===== config.mk =====
export PLATFORM = sky130hd
export DESIGN_NAME = pipeline_hazard_ctrl_flat
export DESIGN_NICKNAME = d
export VERILOG_FILES = /design/src/rtl/pipeline_hazard_ctrl_if.sv /design/src/rtl/pipeline_hazard_ctrl.sv /design/src/flat_wrapper.sv
export SDC_FILE = /design/constraint.sdc
export NUM_CORES = 1
export LEC_CHECK = 0
export CORE_MARGIN = 2
export CORE_UTILIZATION = 46
export DETAILED_ROUTE_END_ITERATION = 16
export PLACE_DENSITY = 0.78
export SETUP_SLACK_MARGIN = 0.3
export SLEW_MARGIN = 20
export SYNTH_ARGS = -nofsm -noshare
export SYNTH_HDL_FRONTEND = slang
export SYNTH_SLANG_ARGS = --single-unit
export TNS_END_PERCENT = 10

===== constraint.sdc =====
create_clock -name clk -period 6.6 [get_ports clk]
set_input_delay 0.66 -clock clk [delete_from_list [all_inputs] [get_ports clk]]
set_output_delay 0.66 -clock clk [all_outputs]
set_load 0.05 [all_outputs]

===== src/rtl/pipeline_hazard_ctrl_if.sv =====
// Hazard-control bundle between the 5-stage pipeline datapath and the central hazard controller.
// The master side is the datapath; the slave side is the controller.
interface pipeline_hazard_ctrl_if #(
    parameter int CNT_W = 32
);
    logic [4:0]       Rs1D;
    logic [4:0]       Rs2D;
    logic [4:0]       Rs1E;
    logic [4:0]       Rs2E;
    logic [4:0]       RdE;
    logic [4:0]       RdM;
    logic [4:0]       RdW;
    logic             RegWriteM;
    logic             RegWriteW;
    logic [1:0]       ResultSrcE;
    logic             PCSrcE;
    logic             MemReqM;
    logic             MemReadyM;
    logic [1:0]       ForwardAE;
    logic [1:0]       ForwardBE;
    logic             StallF;
    logic             StallD;
    logic             StallE;
    logic             StallM;
    logic             FlushD;
    logic             FlushE;
    logic             FlushW;
    logic             mem_err;
    logic [CNT_W-1:0] stall_cycles;
    logic [CNT_W-1:0] flush_count;

    modport master (
        output Rs1D, Rs2D, Rs1E, Rs2E, RdE, RdM, RdW,
        output RegWriteM, RegWriteW, ResultSrcE, PCSrcE, MemReqM, MemReadyM,
        input  ForwardAE, ForwardBE, StallF, StallD, StallE, StallM,
        input  FlushD, FlushE, FlushW, mem_err, stall_cycles, flush_count
    );

    modport slave (
        input  Rs1D, Rs2D, Rs1E, Rs2E, RdE, RdM, RdW,
        input  RegWriteM, RegWriteW, ResultSrcE, PCSrcE, MemReqM, MemReadyM,
        output ForwardAE, ForwardBE, StallF, StallD, StallE, StallM,
        output FlushD, FlushE, FlushW, mem_err, stall_cycles, flush_count
    );
endinterface


===== src/rtl/pipeline_hazard_ctrl.sv =====
// Central hazard controller: EX forwarding selects, stall/flush arbitration,
// data-memory wait tracking with sticky timeout flag, and saturating perf counters.
module pipeline_hazard_ctrl #(
    parameter int TIMEOUT = 16,
    parameter int CNT_W   = 32
) (
    input  logic                  clk,
    input  logic                  rst,
    pipeline_hazard_ctrl_if.slave hz
);
    localparam int WC_W = $clog2(TIMEOUT + 1);

    typedef enum logic {S_RUN = 1'b0, S_WAIT = 1'b1} state_t;

    state_t           r_state;
    state_t           w_state_nxt;
    logic [WC_W-1:0]  r_wait_cnt;
    logic [WC_W-1:0]  w_wait_cnt_nxt;
    logic             r_mem_err;
    logic             w_mem_err_nxt;
    logic [CNT_W-1:0] r_stall_cycles;
    logic [CNT_W-1:0] r_flush_count;

    logic w_mem_stall;
    logic w_lw_stall;
    logic w_flush_branch;

    // M-stage result wins over W because it is the younger write to the same register.
    function automatic logic [1:0] fwd_sel(input logic [4:0] rs,
                                           input logic [4:0] rd_m, input logic wr_m,
                                           input logic [4:0] rd_w, input logic wr_w);
        if (wr_m && rd_m != 5'd0 && rd_m == rs)      return 2'b10;
        else if (wr_w && rd_w != 5'd0 && rd_w == rs) return 2'b01;
        else                                         return 2'b00;
    endfunction

    function automatic logic [CNT_W-1:0] sat_inc(input logic [CNT_W-1:0] v);
        return (v == '1) ? v : v + 1'b1;
    endfunction

    assign hz.ForwardAE = fwd_sel(hz.Rs1E, hz.RdM, hz.RegWriteM, hz.RdW, hz.RegWriteW);
    assign hz.ForwardBE = fwd_sel(hz.Rs2E, hz.RdM, hz.RegWriteM, hz.RdW, hz.RegWriteW);

    assign w_mem_stall    = hz.MemReqM && !hz.MemReadyM;
    assign w_lw_stall     = (hz.ResultSrcE == 2'b01) && (hz.RdE != 5'd0) &&
                            ((hz.RdE == hz.Rs1D) || (hz.RdE == hz.Rs2D));
    assign w_flush_branch = hz.PCSrcE && !w_mem_stall;

    // A memory wait freezes F..M, so any branch or load-use in E/D is simply replayed later.
    always_comb begin
        hz.StallF = 1'b0;
        hz.StallD = 1'b0;
        hz.StallE = 1'b0;
        hz.StallM = 1'b0;
        hz.FlushD = 1'b0;
        hz.FlushE = 1'b0;
        hz.FlushW = 1'b0;
        if (w_mem_stall) begin
            hz.StallF = 1'b1;
            hz.StallD = 1'b1;
            hz.StallE = 1'b1;
            hz.StallM = 1'b1;
            hz.FlushW = 1'b1;
        end else if (hz.PCSrcE) begin
            hz.FlushD = 1'b1;
            hz.FlushE = 1'b1;
        end else if (w_lw_stall) begin
            hz.StallF = 1'b1;
            hz.StallD = 1'b1;
            hz.FlushE = 1'b1;
        end
    end

    always_comb begin
        w_state_nxt    = r_state;
        w_wait_cnt_nxt = r_wait_cnt;
        w_mem_err_nxt  = r_mem_err;
        case (r_state)
            S_RUN: begin
                if (w_mem_stall) begin
                    w_state_nxt    = S_WAIT;
                    w_wait_cnt_nxt = WC_W'(1);
                end
            end
            S_WAIT: begin
                if (w_mem_stall) begin
                    if (r_wait_cnt != WC_W'(TIMEOUT)) w_wait_cnt_nxt = r_wait_cnt + 1'b1;
                end else begin
                    w_state_nxt    = S_RUN;
                    w_wait_cnt_nxt = '0;
                end
            end
            default: begin
                w_state_nxt    = S_RUN;
                w_wait_cnt_nxt = '0;
            end
        endcase
        // In RUN the count is 0, so TIMEOUT==1 flags on the very first stall cycle.
        if (w_mem_stall && r_wait_cnt == WC_W'(TIMEOUT - 1)) w_mem_err_nxt = 1'b1;
    end

    always_ff @(posedge clk) begin
        if (rst) begin
            r_state        <= S_RUN;
            r_wait_cnt     <= '0;
            r_mem_err      <= 1'b0;
            r_stall_cycles <= '0;
            r_flush_count  <= '0;
        end else begin
            r_state    <= w_state_nxt;
            r_wait_cnt <= w_wait_cnt_nxt;
            r_mem_err  <= w_mem_err_nxt;
            if (hz.StallF)     r_stall_cycles <= sat_inc(r_stall_cycles);
            if (w_flush_branch) r_flush_count <= sat_inc(r_flush_count);
        end
    end

    assign hz.mem_err      = r_mem_err;
    assign hz.stall_cycles = r_stall_cycles;
    assign hz.flush_count  = r_flush_count;
endmodule


===== src/flat_wrapper.sv =====
// flat-port wrapper written by rule: the top's interface ports become plain ports
module pipeline_hazard_ctrl_flat 
#(
    parameter int TIMEOUT = 16,
    parameter int CNT_W   = 32
)
  (clk, rst, hz_Rs1D, hz_Rs2D, hz_Rs1E, hz_Rs2E, hz_RdE, hz_RdM, hz_RdW, hz_RegWriteM, hz_RegWriteW, hz_ResultSrcE, hz_PCSrcE, hz_MemReqM, hz_MemReadyM, hz_ForwardAE, hz_ForwardBE, hz_StallF, hz_StallD, hz_StallE, hz_StallM, hz_FlushD, hz_FlushE, hz_FlushW, hz_mem_err, hz_stall_cycles, hz_flush_count);
  pipeline_hazard_ctrl_if #(.CNT_W(CNT_W)) hz_i ();
  input  logic clk;
  input  logic rst;
  input wire logic [$bits(hz_i.Rs1D)-1:0] hz_Rs1D;
  input wire logic [$bits(hz_i.Rs2D)-1:0] hz_Rs2D;
  input wire logic [$bits(hz_i.Rs1E)-1:0] hz_Rs1E;
  input wire logic [$bits(hz_i.Rs2E)-1:0] hz_Rs2E;
  input wire logic [$bits(hz_i.RdE)-1:0] hz_RdE;
  input wire logic [$bits(hz_i.RdM)-1:0] hz_RdM;
  input wire logic [$bits(hz_i.RdW)-1:0] hz_RdW;
  input wire logic [$bits(hz_i.RegWriteM)-1:0] hz_RegWriteM;
  input wire logic [$bits(hz_i.RegWriteW)-1:0] hz_RegWriteW;
  input wire logic [$bits(hz_i.ResultSrcE)-1:0] hz_ResultSrcE;
  input wire logic [$bits(hz_i.PCSrcE)-1:0] hz_PCSrcE;
  input wire logic [$bits(hz_i.MemReqM)-1:0] hz_MemReqM;
  input wire logic [$bits(hz_i.MemReadyM)-1:0] hz_MemReadyM;
  output wire logic [$bits(hz_i.ForwardAE)-1:0] hz_ForwardAE;
  output wire logic [$bits(hz_i.ForwardBE)-1:0] hz_ForwardBE;
  output wire logic [$bits(hz_i.StallF)-1:0] hz_StallF;
  output wire logic [$bits(hz_i.StallD)-1:0] hz_StallD;
  output wire logic [$bits(hz_i.StallE)-1:0] hz_StallE;
  output wire logic [$bits(hz_i.StallM)-1:0] hz_StallM;
  output wire logic [$bits(hz_i.FlushD)-1:0] hz_FlushD;
  output wire logic [$bits(hz_i.FlushE)-1:0] hz_FlushE;
  output wire logic [$bits(hz_i.FlushW)-1:0] hz_FlushW;
  output wire logic [$bits(hz_i.mem_err)-1:0] hz_mem_err;
  output wire logic [$bits(hz_i.stall_cycles)-1:0] hz_stall_cycles;
  output wire logic [$bits(hz_i.flush_count)-1:0] hz_flush_count;
  assign hz_i.Rs1D = hz_Rs1D;
  assign hz_i.Rs2D = hz_Rs2D;
  assign hz_i.Rs1E = hz_Rs1E;
  assign hz_i.Rs2E = hz_Rs2E;
  assign hz_i.RdE = hz_RdE;
  assign hz_i.RdM = hz_RdM;
  assign hz_i.RdW = hz_RdW;
  assign hz_i.RegWriteM = hz_RegWriteM;
  assign hz_i.RegWriteW = hz_RegWriteW;
  assign hz_i.ResultSrcE = hz_ResultSrcE;
  assign hz_i.PCSrcE = hz_PCSrcE;
  assign hz_i.MemReqM = hz_MemReqM;
  assign hz_i.MemReadyM = hz_MemReadyM;
  assign hz_ForwardAE = hz_i.ForwardAE;
  assign hz_ForwardBE = hz_i.ForwardBE;
  assign hz_StallF = hz_i.StallF;
  assign hz_StallD = hz_i.StallD;
  assign hz_StallE = hz_i.StallE;
  assign hz_StallM = hz_i.StallM;
  assign hz_FlushD = hz_i.FlushD;
  assign hz_FlushE = hz_i.FlushE;
  assign hz_FlushW = hz_i.FlushW;
  assign hz_mem_err = hz_i.mem_err;
  assign hz_stall_cycles = hz_i.stall_cycles;
  assign hz_flush_count = hz_i.flush_count;
  pipeline_hazard_ctrl #(.TIMEOUT(TIMEOUT), .CNT_W(CNT_W)) u_core (.clk(clk), .rst(rst), .hz(hz_i));
endmodule

==> run summary <==
• 4003 — vias
• 0 — total inserted antenna cells
• 542 — number of nets produced by synthesis
• 0 — number of max-capacitance violations reported
• 258.2 MHz — maximum clock frequency
• 7 — iteration count of the initial detailed-routing pass
• hz_RdM[2] — Worst Setup SP
• primary input — kind of launch point of the worst setup path
• 119 — I/O Buffers
• 42 — distinct cell type count after synthesis
• false — setup repair after global routing missed its margin
• 71 — Seq cells post-synth
• 654 — nets@finish
• 58.69% — final critical-path share of the clock period
• 0 — max-slew violation total from the final report
• 8299 um2 — core region area
• 0 — global route total overflow
• 84 — largest net degree at the start of global routing
• complete, no violations — result of the run
• 1.808 nW — leakage dissipation
• 17300 um — first-pass GRT wire length
• flop to flop — hold crit path type
• 2415 um2 — area of the multi-input gates
• sky130_fd_sc_hd__dfxtp_1 — leading register cell type out of synthesis
• 0 ns — final total negative setup slack
• 9 — clock buffers created by TritonCTS
• 0 — Hold Vio Cnt, Final
• 45.22% — max-slew headroom at the worst pin
• sky130_fd_sc_hd__clkdlybuf4s50_1 — Max stage delay cell, worst path
• 21.79% — overall routing resource usage
• 3722 — vias in the first global route
• 2 — number of buffers between clock root and the deepest sink
• 3 — number of levels the H-tree was split into
• 0.0001436 V — Max rail drop VDD
• sky130_fd_sc_hd__dfxtp_1 (71), sky130_fd_sc_hd__nor2_1 (64), sky130_fd_sc_hd__xor2_1 (33), sky130_fd_sc_hd__a21oi_1 (28), sky130_fd_sc_hd__nand3_1 (28) — most numerous cell types in the synthesized netlist
• 35.61% — sequential cell area fraction in the yosys report
• sky130_fd_sc_hd__dfxtp_1 — most instantiated library cell after synthesis
• 3.21 ns — arrival time of the worst setup path
• 36.55% — area growth from synthesis to final layout
• 65.67% — utilization after layout
• 0 — post-cts gate resize count
• 5.599 — per-cell via count in the routed design
• 97.15 um — Die Span X
• 14.52 um — post-detailed-route wirelength per cell
• 8.096 um2 — Post-Syn Area per Cell
• 48.09% — starting density of the core
• 5.082% — proportion of layout cells with a drive suffix above 1
• 33 — Std-Cell Rows
• 0.87 ns — biggest cell delay along the critical path
• 1421 um2 — area used by sequential logic in the layout
• 10380 um — final routed wirelength across all metal layers
• 493 — Post-Syn Instances
• 7571 um — Detailed Place HPWL
• 0 — number of buffers added to fix hold violations after cts
• sky130_fd_sc_hd__dfxtp_1 — post-synth top area cell
• 3991 um2 — Synth Cell Area
• 0% — Synth async-reset ratio
• 120 — ports placed on the boundary
• 0 — Yosys warnings
• 0.8218 ns — transition at the pin with the smallest max-transition slack
• 0 — number of buffers inserted to repair setup after CTS
• 71 — clock sinks
• 35.61% — share of Yosys cell area claimed by the top area cell type
• u_core.hz.flush_count[6]$_SDFFE_PP0P_ — r2r startpoint
• output port — kind of capture point of the worst setup path
• 0.4852 ns — worst hold slack across all endpoints
• 0.01070 ns — largest clock skew in the final design
• 9438 um2 — die footprint
• 0 — antenna violations before repair
• 1.084 — routability congestion estimate
• sky130_fd_sc_hd__clkbuf_8 — CTS Root Buffer Type
• 3.874 ns — final critical path time including I/O delays and setup
• primary input to output port — type of the setup path with the least slack
• 0 — final antenna-violating net count
• 0 — number of enable-type register cells in the synthesized netlist
• sky130_fd_sc_hd__dfxtp_1 (36%), sky130_fd_sc_hd__xor2_1 (7.2%), sky130_fd_sc_hd__nor2_1 (6.0%) — main area contributors after synthesis
• 0.35 ns — Skew-Pair Late Insertion Delay
• 0 — final setup violation count
• 172.6 nW/um2 — total power density per cell area
• 97.15 um — die extent in y
• 161 — number of design-rule violations left by the first detailed-router iteration
• 0 — DRC
• u_core.hz.mem_err$_SDFFE_PP0P_ — hold path startpoint
• clkdlybuf4s50_1 > or4_1 > o21ai_0 > nor4_1 > nor4_1 > clkdlybuf4s50_1 — critical-path cell list
• 5.94 ns — Worst EP required
• 0.08 ns — register clock-pin slew on the reported worst setup and hold paths
• 702 — filler cell count in the final layout
• yes — clock tree from TritonCTS
• 3 — Max Fanout on Critical Path
-- worst paths after layout --
path | endpoint | slack, ns | cells after the start
max reg2reg | u_core.hz.flush_count[27]$_SDFFE_PP0P_ | 4.07 | 6
max | hz_ForwardAE[0] | 2.73 | 6
min reg2reg | u_core.hz.mem_err$_SDFFE_PP0P_ | 0.49 | 2
min | u_core.hz.mem_err$_SDFFE_PP0P_ | 0.49 | 2
-- where the power goes --
part           internal, W  switching, W
registers         0.000430    0.00000321
clock network     0.000226      0.000175
logic            0.0000467     0.0000590
total             0.000703      0.000238
-- layout by cell type (no fill, tap or decap), drive strengths merged, types with 2 or more instances in the layout --
cell,n
clkdlybuf4s50,118
dfxtp,71
nor2,64
xor2,33
nand3,28
a21oi,28
o21ai,24
xnor2,24
nand2,24
nand4,23
or4,18
or3,18
nor3,16
inv,16
nor4,13
and3,12
nor2b,11
o31ai,10
clkbuf,10
mux2,9
and4,7
ha,5
a22oi,3
and2,3
nor4b,3
buf,3
nand2b,2
o211ai,2
nand3b,2
bufinv,2
clkinv,2
-- layout make-up --
type	count	area share, %
tap	105	2.410
sequential	71	26.08
multi-input combinational	388	44.31
clock buffer	10	2.525
clock inverter	6	1.676
inverter	14	0.9642
timing repair buffer	121	22.04
-- through the flow --
step / setup slack [ns] / power [W] / std cells / instance area (um2)
after global routing: 2.603 / 0.0009779 / 715 / 5450
final: 2.726 / 0.0009405 / 715 / 5450
after floorplan: 2.703 / 0.0005016 / 493 / 3991
after detailed placement: 2.755 / 0.0005487 / 699 / 5221
after global placement: 2.854 / 0.0005469 / 699 / 5221
after CTS: 2.766 / 0.0009501 / 715 / 5450
-- critical path: cells and delay by family --
kind	cells	cell delay, ns
buffers and inverters	2	1.36
AND/OR/NAND/NOR	3	0.97
AO/OA/AOI/OAI	1	0.23
-- routing by layer --
metal | up-vias | global-route usage, % | wire (um)
met5 | - | 0 | 0
met4 | 0 | 6.609 | 207
met3 | 20 | 5.683 | 522
met2 | 127 | 36.97 | 5030
met1 | 1861 | 27.13 | 4623
li1 | 1995 | - | -
-- state kept, by name, indices dropped and copies added, names as in the netlist --
signal	cells
u_core.hz.stall_cycles	32
u_core.hz.mem_err	1
u_core.r_wait_cnt	5
u_core.hz.flush_count	32
u_core.r_state	1
-- kinds of logic after synthesis --
kind of cell / Yosys count / share of synthesized area (%)
xor gates and xnor gates: 57 / 12.51
DFF: 71 / 35.61
buffers and inverters: 34 / 3.887
muxes: 10 / 2.790
and+or+nand+nor: 244 / 33.17
AOI/OAI and AO/OA: 72 / 10.47
adders and majority gates: 5 / 1.567
(Power assumes the default switching activity.)
